## config.mk

```make
export PLATFORM = sky130hd
export DESIGN_NAME = avalon_master_fsm
export DESIGN_NICKNAME = d
export VERILOG_FILES = /design/src/rtl/avalon_master_pkg.sv /design/src/rtl/avalon_rd_latency_cnt.sv /design/src/rtl/avalon_master_fsm.sv
export SDC_FILE = /design/constraint.sdc
export NUM_CORES = 1
export LEC_CHECK = 0
export CAP_MARGIN = 10
export CORE_UTILIZATION = 42
export CTS_CLUSTER_SIZE = 10
export DETAILED_ROUTE_END_ITERATION = 16
export PLACE_DENSITY = 0.92
export SETUP_SLACK_MARGIN = 0.02
export SYNTH_ARGS = -nofsm -noshare
export SYNTH_HDL_FRONTEND = slang
export SYNTH_HIERARCHICAL = 1
export SYNTH_SLANG_ARGS = --single-unit
```

## constraint.sdc

```tcl
create_clock -name clk -period 2.9 [get_ports clk]
set_input_delay 0.58 -clock clk [delete_from_list [all_inputs] [get_ports clk]]
set_output_delay 0.58 -clock clk [all_outputs]
set_load 0.05 [all_outputs]
```

## src/rtl/avalon_master_pkg.sv

```systemverilog
// Shared types and constants for the Avalon-MM master: FSM state encoding,
// default bus widths and the read-latency counter width.
package avalon_master_pkg;

   typedef enum logic [1:0] {
      IDLE    = 2'd0,
      RD_WAIT = 2'd1,
      RD_DONE = 2'd2,
      WR      = 2'd3
   } state_t;

   localparam int ADDR_W_DEF = 32;
   localparam int DATA_W_DEF = 32;
   // Wide enough for the largest legal READ_LATENCY (15).
   localparam int CNT_W      = 4;

endpackage

```

## src/rtl/avalon_rd_latency_cnt.sv

```systemverilog
// Read-latency counter: loads 1 when a read starts, counts while enabled, and
// flags terminal count once the slave's fixed read latency has elapsed.
module avalon_rd_latency_cnt
   import avalon_master_pkg::*;
#(
   parameter int READ_LATENCY = 3
) (
   input  logic             clk,
   input  logic             n_rst,
   input  logic             load,
   input  logic             en,
   input  logic             clr,
   output logic [CNT_W-1:0] count,
   output logic             tc
);

   always_ff @(posedge clk or negedge n_rst) begin
      if (!n_rst) begin
         count <= '0;
      end else if (load) begin
         count <= CNT_W'(1);
      end else if (en) begin
         count <= count + CNT_W'(1);
      end else if (clr) begin
         count <= '0;
      end
   end

   assign tc = (count == CNT_W'(READ_LATENCY));

endmodule

```

## src/rtl/avalon_master_fsm.sv

```systemverilog
// Avalon-MM master FSM: converts local read/write enables into Avalon cycles.
// Optional slave stall support is enabled by defining AVALON_MASTER_WAITREQ_EN.
module avalon_master_fsm
   import avalon_master_pkg::*;
#(
   parameter int ADDR_W       = ADDR_W_DEF,
   parameter int DATA_W       = DATA_W_DEF,
   parameter int READ_LATENCY = 3
) (
   input  logic              clk,
   input  logic              n_rst,
   input  logic              readen,
   input  logic              writen,
   input  logic [ADDR_W-1:0] inaddr,
   input  logic [DATA_W-1:0] wdata,
   input  logic [DATA_W-1:0] readdata,
`ifdef AVALON_MASTER_WAITREQ_EN
   input  logic              waitrequest,
`endif
   output logic              read,
   output logic              write,
   output logic [ADDR_W-1:0] address,
   output logic [DATA_W-1:0] writedata,
   output logic              dataready
);

   state_t           state;
   logic             stall;
   logic             tc;
   logic             cnt_load;
   logic             cnt_en;
   logic             cnt_clr;
   logic [CNT_W-1:0] count;

`ifdef AVALON_MASTER_WAITREQ_EN
   assign stall = waitrequest;
`else
   assign stall = 1'b0;
`endif

   // Counter is (re)loaded on every entry into RD_WAIT and parked at 0 elsewhere.
   always_comb begin
      cnt_load = 1'b0;
      cnt_en   = 1'b0;
      case (state)
         IDLE:    cnt_load = readen;
         RD_WAIT: cnt_en   = readen && !stall && !tc;
         WR:      cnt_load = !stall && !writen && readen;
         default: ;
      endcase
      cnt_clr = (state != RD_WAIT) && !cnt_load;
   end

   avalon_rd_latency_cnt #(
      .READ_LATENCY (READ_LATENCY)
   ) u_lat_cnt (
      .clk   (clk),
      .n_rst (n_rst),
      .load  (cnt_load),
      .en    (cnt_en),
      .clr   (cnt_clr),
      .count (count),
      .tc    (tc)
   );

   always_ff @(posedge clk or negedge n_rst) begin
      if (!n_rst) begin
         state     <= IDLE;
         read      <= 1'b0;
         write     <= 1'b0;
         dataready <= 1'b0;
         address   <= '0;
         writedata <= '0;
      end else begin
         case (state)
            IDLE: begin
               if (readen) begin
                  state   <= RD_WAIT;
                  read    <= 1'b1;
                  address <= inaddr;
               end else if (writen) begin
                  state     <= WR;
                  write     <= 1'b1;
                  address   <= inaddr;
                  writedata <= wdata;
               end
            end
            RD_WAIT: begin
               // A stalled slave must see read/address held, so nothing moves.
               if (!stall) begin
                  if (!readen) begin
                     state <= IDLE;
                     read  <= 1'b0;
                  end else if (tc) begin
                     state     <= RD_DONE;
                     dataready <= 1'b1;
                  end
               end
            end
            RD_DONE: begin
               if (!readen) begin
                  read      <= 1'b0;
                  dataready <= 1'b0;
                  if (writen) begin
                     state     <= WR;
                     write     <= 1'b1;
                     address   <= inaddr;
                     writedata <= wdata;
                  end else begin
                     state <= IDLE;
                  end
               end
            end
            WR: begin
               if (!stall) begin
                  if (writen) begin
                     address   <= inaddr;
                     writedata <= wdata;
                  end else begin
                     write <= 1'b0;
                     if (readen) begin
                        state   <= RD_WAIT;
                        read    <= 1'b1;
                        address <= inaddr;
                     end else begin
                        state <= IDLE;
                     end
                  end
               end
            end
            default: begin
               state     <= IDLE;
               read      <= 1'b0;
               write     <= 1'b0;
               dataready <= 1'b0;
            end
         endcase
      end
   end

endmodule

```

## Word level (Yosys, flattened, before mapping)

Index checks and enable logic that the tools add are counted.

- $add $sub $neg: 1
- Equality and inequality tests: 15
- Mux-type cells: 34
- Reductions and logical operators: 19

Operator list:

| operator | number |
|---|---|
| two-way mux 32 bit | 7 |
| one-hot mux 32 bit (3 select lines) | 1 |
| one-hot mux 32 bit (2 select lines) | 1 |
| two-way mux 2 bit | 7 |
| two-way mux 4 bit | 3 |
| inequality test 2 bit (second input constant) | 6 |
| AND reduction 4 bit | 3 |
| two-way mux 1 bit | 10 |
| inequality test 3 bit (second input constant) | 3 |
| one-hot mux 2 bit (4 select lines) | 1 |
| one-hot mux 1 bit (2 select lines) | 3 |
| nonzero test 3 bit | 2 |
| adder 4 x 1 -> 4 bit (second input constant) | 1 |
| == test 2 bit (second input constant) | 2 |
| == test 4 x 2 -> 1 bit (second input constant) | 1 |
| inequality test 2 x 1 -> 1 bit (second input constant) | 2 |
| AND reduction 2 bit | 2 |
| nonzero test 2 bit | 2 |
| OR reduction 2 bit | 2 |
| logical AND 1 bit | 3 |
| zero test 1 bit | 3 |
| one-hot mux 1 bit (3 select lines) | 1 |
| AND reduction 3 bit | 1 |
| == test 2 x 1 -> 1 bit (second input constant) | 1 |
| zero test 2 bit | 1 |

- Register bits after elaboration: 73
- Bits of input ports: 100
- Output and inout bits: 67
- Word-level logic and storage cells: 76

## Logic depth before layout (Yosys ltp)

Gate-level depths: netlist of run 1.

- Word-level depth: 8
- Gate-level depth with buffers: 9
- Gate-level depth less buffers: 8

## By module

The synthesis of run 1 kept the hierarchy.

By module, submodules not included:

| module | instances | cells an instance | area each (um2) | seq. area each (um2) |
|---|---|---|---|---|
| avalon_master_fsm | 1 | 206 | 2837.7 | 1726.7 |
| avalon_rd_latency_cnt | 1 | 23 | 224.0 | 100.1 |

## Worst setup path after synthesis of run 1

No wires, ideal clock.

- Path kind: register to register
- Start point: reg state[0]
- End point: reg u_lat_cnt.count[3]
- Library setup time: 0.087 ns
- Arrival time: 1.750 ns
- Required time: 2.813 ns
- Path slack: 1.063 ns
- Cell stages (with the launch flop): 8
- Path buffers: 0
- Period minus slack after synthesis: 1.837 ns
- Cell sequence: dfrtp_1 inv_1 ha_1 nor3b_1 nor2_1 inv_1 a21oi_1 a211oi_2

- Word-level cells in the longest chain between the ends: 5
- Elaborated cells on any way between the ends: 11
- Classes of those cells: 3 x eq/ne; 4 x mux; 4 x reduce/logical

RTL lines:

| element | line | text |
|---|---|---|
| start, declared | avalon_master_fsm.sv:27 | `state_t state;` |
| start signal, assigned | avalon_master_fsm.sv:68 | `state <= IDLE;` |
| start signal, assigned | avalon_master_fsm.sv:78 | `state <= RD_WAIT;` |
| start signal, assigned | avalon_master_fsm.sv:82 | `state <= WR;` |
| == test 2 bit or zero test 2 bit (tied branches) | avalon_master_fsm.sv:45 | `case (state)` |
| one-hot mux 1 bit (2 select lines) * | avalon_master_fsm.sv:45 |  |
| net cnt_load | avalon_master_fsm.sv:30 | `logic cnt_load;` |
| zero test 1 bit * | avalon_master_fsm.sv:51 | `cnt_clr = (state != RD_WAIT) && !cnt_load;` |
| logical AND 1 bit * | avalon_master_fsm.sv:51 |  |
| net cnt_clr | avalon_master_fsm.sv:32 | `logic cnt_clr;` |
| nonzero test 3 bit (no line) * | -- |  |
| end signal, assigned | avalon_rd_latency_cnt.sv:23 | `count <= count + CNT_W'(1);` |
| end, declared | avalon_rd_latency_cnt.sv:13 | `output logic [CNT_W-1:0] count,` |

The timed path passes the listed nets; every way through them passes the cells marked *.
A chain may end at the register's enable or synchronous reset.

## Worst setup path in the final report of run 1

- Start point: reg state[0]
- End point: reg address[23]

- Word-level cells in the longest chain between the ends: 3
- Elaborated cells on any way between the ends: 8
- Classes of those cells: 4 x eq/ne; 1 x mux; 3 x reduce/logical

RTL lines:

| element | line | text |
|---|---|---|
| == test 2 bit or zero test 2 bit (tied branches) | avalon_master_fsm.sv:75 | `case (state)` |
| inequality test 3 bit (no line), or another cell as far along | -- |  |
| AND reduction 3 bit (no line) | -- |  |
| end signal, assigned | avalon_master_fsm.sv:80 | `address <= inaddr;` |
| end signal, assigned | avalon_master_fsm.sv:84 | `address <= inaddr;` |
| end signal, assigned | avalon_master_fsm.sv:107 | `address <= inaddr;` |
| end, declared | avalon_master_fsm.sv:22 | `output logic [ADDR_W-1:0] address,` |

Several ways; a longest one is shown, not always the timed one.

==> impl_metrics.tcl, run 1 <==
set metrics [dict create \
    setup_slack_ps 667 \
    synth_most_common_cell "dfrtp_1" \
    antenna_found_initial 0 \
    globalRouteTotalUtil 0.205 \
    async_reset_ff_frac 1.00 \
    fin_crit_sh 0.770 \
    ant_nets 0 \
    crit_fanout 31 \
    htreeDepth 3 \
    fin_setup_tns_ps 0 \
    cts.reportedPaths.clkPinSlew_ps 80 \
    finClkSkew_ps 8.68 \
    post-cts-setup-buffers 0 \
    cp_cell_sequence "inv_1, ha_1, mux2i_1, and3b_1, buf_4, a22o_1" \
    cts_made_buffers 9 \
    wire_per_inst_um 16.7 \
    crit_buf_inv 2 \
    routed_wl_um 7760 \
    coreArea_um2 6910 \
    drive_gt1_frac 0.157 \
    die_h_um 87.4 \
    grt_use_met2 0.364 \
    ir_drop_v 0.00106 \
    met3_usage 0.0408 \
    cap_viol_max_count 0 \
    syn-num-nets 336 \
    grt_pass1_wl_um 11800 \
    fmax_mhz 448 \
    finalSetupViolCount 0 \
    die_w_um 87.4 \
    die_area_um2 7640 \
    worstSetupPathType "register to register" \
    area_growth_syn_to_layout_pct 53.3 \
    synth-seq-area-share 0.597 \
    drc_errors 0 \
    fin_nets 471 \
    cts-root-buf "clkbuf_8" \
    p_leak_nw 2.01 \
    yosysTopAreaCell "dfrtp_1" \
    port_buffers 134 \
    cp-end-kind "register" \
    cpMaxStageDelayCell "ha_1" \
    synth_top_area_share 0.597 \
    gp_congestion 0.844 \
    worst_ep_required_time_ps 3170 \
    vias 2383 \
    rsz0062_at_grt "no" \
    drt-vias-per-instance 5.12 \
    synth_commonest_cells "73 x dfrtp_1, 32 x mux2_2, 31 x a22o_1" \
    status "finished, final reports clean" \
    cts_tree "built" \
    slew_headroom 0.550 \
    firstDrtPassIters 4 \
    crit_path_start_kind "register" \
    reg2reg_from "state[0]" \
    worstHoldPathType "primary input to async pin" \
    cts_resized 0 \
    hold_violations 0 \
    clock_latency_ps 330 \
    slowest_delay_ps 460 \
    rows 30 \
    fin_crit_ps 2230 \
    dpl.hpwl_um 5620 \
    synthFlopType "dfrtp_1" \
    overflow 0 \
    critical_path.top_delay_family "buffers and inverters" \
    synth-edff-count 0 \
    powerDensity_nw_per_um2 1460 \
    hold_buffers 0 \
    grtUsageMet1 0.239 \
    tightestPinTransition_ps 675 \
    synthTopCellsByArea "dfrtp_1 60%, mux2_2 12%, a22o_1 8.9%" \
    ys_seq_elements 73 \
    gr-max-usage-layer "met2" \
    netlist_area_um2 3060 \
    cp.arrival_ps 2500 \
    syn_avg_cell_area_um2 13.4 \
    yosysWarnings 6 \
    clk_path_buf_depth 2 \
    synth.distinct_cells 35 \
    dp_slack_ps 410 \
    startpoint "state[0]" \
    diodes 0 \
    io_pins 167 \
    maxSlewViolCount 0 \
    fillCellCount 536 \
    initial_core_util 0.443 \
    grt_pass1_vias 2396 \
    synthCells 229 \
    cts_sinks 73 \
    grt_max_degree 48 \
    drt-initial-drc-count 104 \
]
## where the power goes
part / total (mW) / leakage, nW / internal [mW] / switching (mW)
Combinational: 4.20 / 1.01 / 1.57 / 2.63
Clock: 0.861 / 0.107 / 0.488 / 0.373
Sequential: 1.82 / 0.884 / 1.52 / 0.291
Total: 6.87 / 2.01 / 3.58 / 3.29
## sequential cells by signal, indices dropped and copies added (netlist names)
signal and flops:
write 1, writedata 32, dataready 1, read 1
state 2, u_lat_cnt/count 4, address 32
## final timing paths
check | to | slack, ps | cells past startpoint
setup reg to reg | address[23] | 670 | 6
max in group asynchronous | writedata[20] | 1930 | 2
hold / removal | address[15] | 270 | 1
min in group clk | address[20] | 500 | 1
hold reg to reg | address[20] | 500 | 1
setup / recovery | address[23] | 670 | 6
## stage by stage
stage | cell area, µm² | cells | util | hold slack [ps] | total power, mW
floorplan | 3060 | 229 | - | 284 | 4.74
global placement | 4480 | 449 | 0.648 | 484 | 5.90
detailed placement | 4480 | 449 | 0.648 | 481 | 6.02
CTS | 4690 | 465 | 0.680 | 276 | 6.91
global route | 4690 | 465 | 0.680 | 299 | 7.20
finish | 4690 | 465 | 0.680 | 274 | 6.87
## cell families after synthesis
logic type | synth area share
buf+inv | 0.0437
compound gates | 0.161
simple gates | 0.0486
mux | 0.121
fa+ha+maj | 0.0286
flops | 0.597
## worst register-to-register path, cell delays in order (launching register included)
cell and delay (ps):
dfrtp_1 450, inv_1 160, ha_1 460, mux2i_1 360, and3b_1 200, buf_4 310, a22o_1 230
## layer usage
metal,share of wire,vias up,wire length [µm]
li1,-,1112,-
met1,0.39,1176,3060
met2,0.54,79,4200
met3,0.044,16,339
met4,0.020,0,154
met5,0,-,0
## cell usage in the layout (no fill, tap or decap), drive strengths merged, types with 6 or more instances in the layout
master         Yosys  layout
clkbuf             4      10
nor2               6       6
o21ai              7       7
clkdlybuf4s50      0     133
ha                 7       7
inv                7       8
dfrtp             73      73
mux2              32      32
a22o              31      31
a21oi             14      14
buf               11       6
nand2              8       8
## cell type report
type | instances | area, µm² | share of cell area
inverters | 7 | 26.3 | 0.00560
well taps | 96 | 120 | 0.0256
flip-flops and latches | 73 | 1830 | 0.389
multi-input cells | 134 | 1100 | 0.235
clock buffers | 10 | 128 | 0.0272
clock inverters | 6 | 90.1 | 0.0192
repair buffers | 139 | 1400 | 0.298
Note: power is estimated with default switching activity, not from simulation.
==> inputs of run 2 (changes only) <==
--- a/config.mk
+++ b/config.mk
@@ -6,10 +6,10 @@
 export NUM_CORES = 1
 export LEC_CHECK = 0
 export CAP_MARGIN = 10
-export CORE_UTILIZATION = 42
+export CORE_UTILIZATION = 39
 export CTS_CLUSTER_SIZE = 10
 export DETAILED_ROUTE_END_ITERATION = 16
-export PLACE_DENSITY = 0.92
+export PLACE_DENSITY = 0.87
 export SETUP_SLACK_MARGIN = 0.02
 export SYNTH_ARGS = -nofsm -noshare
 export SYNTH_HDL_FRONTEND = slang
==> constraint.sdc (replaced) <==
create_clock -name clk -period 2.13 [get_ports clk]
set_input_delay 0.426 -clock clk [delete_from_list [all_inputs] [get_ports clk]]
set_output_delay 0.426 -clock clk [all_outputs]
set_load 0.05 [all_outputs]
==> run 2 against run 1 <==
  * Cell area increased by 2.2%
  * Largest power group unchanged
  * Largest cell class unchanged
  * Via count about the same
  * Critical endpoint is now dataready
  * Non-clock buffer count increased by 11
==> impl_metrics.tcl, run 2 (same netlist as run 1, synthesis figures left out) <==
set metrics [dict create \
    dpl.hpwl_um 5330 \
    switching_power_mw 4.53 \
    cp.arrival_ps 1550 \
    drt-initial-drc-count 84 \
    powerDensity_nw_per_um2 1970 \
    finClkSkew_ps 7.67 \
    cts_tree "built" \
    crit_path_start_kind "register" \
    die_area_um2 8210 \
    cap_viol_max_count 0 \
    fin_crit_sh 0.927 \
    cts-root-buf "clkbuf_8" \
    diodes 0 \
    die_w_um 90.6 \
    gp_congestion 0.841 \
    grt_max_degree 74 \
    cpMaxStageDelayCell "clkdlybuf4s50_1" \
    cts_made_buffers 9 \
    rsz0062_at_grt "no" \
    globalRouteTotalUtil 0.190 \
    maxSlewViolCount 0 \
    drt-vias-per-instance 4.98 \
    htreeDepth 3 \
    pwr-share-clk 0.120 \
    ant_nets 0 \
    sequentialPowerShare 0.257 \
    setup_slack_ps 156 \
    cts_resized 0 \
    rows 31 \
    finalSetupViolCount 0 \
    area_growth_syn_to_layout_pct 56.8 \
    io_pins 167 \
    fin_crit_ps 1970 \
    layout_commonest_cell "clkdlybuf4s50_1" \
    finalHoldWorstSlack_ps 82.0 \
    grt_pass1_vias 2428 \
    final_cell_mix "133 x clkdlybuf4s50_1, 73 x dfrtp_1, 32 x mux2_2" \
    clk_path_buf_depth 2 \
    worstSetupPathType "register to primary output" \
    status "finished, final reports clean" \
    place_area_um2 4590 \
    slowest_delay_ps 830 \
    critical_path.top_delay_family "buffers and inverters" \
    worstHoldPathType "primary input to async pin" \
    post-cts-setup-buffers 0 \
    fin_nets 482 \
    hold_violations 0 \
    pwr-share-comb 0.623 \
    cp-end-kind "primary output" \
    port_buffers 134 \
    grt_pass1_wl_um 12200 \
    swShare 0.479 \
    initial_core_util 0.413 \
    overflow 0 \
    coreArea_um2 7410 \
    cp_cell_sequence "clkdlybuf4s50_1" \
    routed_wl_um 7430 \
    hold_buffers 0 \
    cts_sinks 73 \
    clock_latency_ps 340 \
    firstDrtPassIters 4 \
    die_h_um 90.6 \
    drc_errors 0 \
    total_power_mw 9.47 \
    fin_area_um2 4800 \
    worst_ep_required_time_ps 1700 \
    crit_buf_inv 1 \
    slew_headroom 0.639 \
    p_leak_nw 2.06 \
    ir_drop_v 0.00100 \
    p_int_mw 4.94 \
    wire_per_inst_um 15.5 \
    crit_fanout 3 \
    dp_slack_ps -7.87 \
    antenna_found_initial 0 \
    top_regs "address: 32 flops, writedata: 32 flops, u_lat_cnt/count: 4 flops" \
    cts.reportedPaths.clkPinSlew_ps 90 \
    vias 2385 \
    fmax_mhz 506 \
    tightestPinTransition_ps 540 \
    drive_gt1_frac 0.187 \
]
-- run 2: area by class of cell --
class / instances / area [µm²]
fillers: 578 / 2610
flip-flops and latches: 73 / 1830
repair buffers: 150 / 1510
multi-input cells: 134 / 1110
clock buffers: 9 / 124
well taps: 99 / 124
clock inverters: 7 / 85.1
inverters: 7 / 26.3
-- run 2: per-layer routing --
metal  global-route usage  up-vias  part of all wire
li1                     -     1139                 -
met1                0.237     1166              0.42
met2                0.328       69              0.53
met3               0.0354       11             0.042
met4               0.0659        0             0.015
met5                    0        -                 0
-- run 2: stage by stage --
| stage | TNS [ps] | std cells | util |
|---|---|---|---|
| 2_1_floorplan | 0 | 229 | - |
| 3_3_place_gp | 0 | 463 | 0.619 |
| 3_5_place_dp | -7.87 | 463 | 0.619 |
| 4_1_cts | 0 | 479 | 0.648 |
| 5_1_grt | 0 | 479 | 0.648 |
| 6_report | 0 | 479 | 0.648 |
-- run 2: worst paths after layout --
path,startpoint,endpoint,slack [ps],depth (start not counted)
worst min-delay path,n_rst,address[12],80,2
min in group clk,address[15],address[15],500,1
max in group asynchronous,n_rst,address[9],1720,2
worst max register to register,state[0],address[26],300,7
worst min register to register,address[15],address[15],500,1
worst max-delay path,dataready,dataready,160,1
-- run 2: power by group through the flow --
stage / clock network (mW) / logic (mW) / registers [mW]
CTS: 1.17 / 5.94 / 2.44
detailed placement: 0 / 5.92 / 2.46
global placement: 0 / 5.82 / 2.41
global route: 1.23 / 6.20 / 2.53
floorplan: 0 / 1.83 / 4.62
finish: 1.13 / 5.90 / 2.43
==> inputs of run 3 (changes only) <==
--- a/config.mk
+++ b/config.mk
@@ -11,6 +11,7 @@
 export DETAILED_ROUTE_END_ITERATION = 16
 export PLACE_DENSITY = 0.87
 export SETUP_SLACK_MARGIN = 0.02
+export SLEW_MARGIN = 15
 export SYNTH_ARGS = -nofsm -noshare
 export SYNTH_HDL_FRONTEND = slang
 export SYNTH_HIERARCHICAL = 1
==> results of run 3 <==
No change in the layout: final DEF, timing and power equal those of run 2.
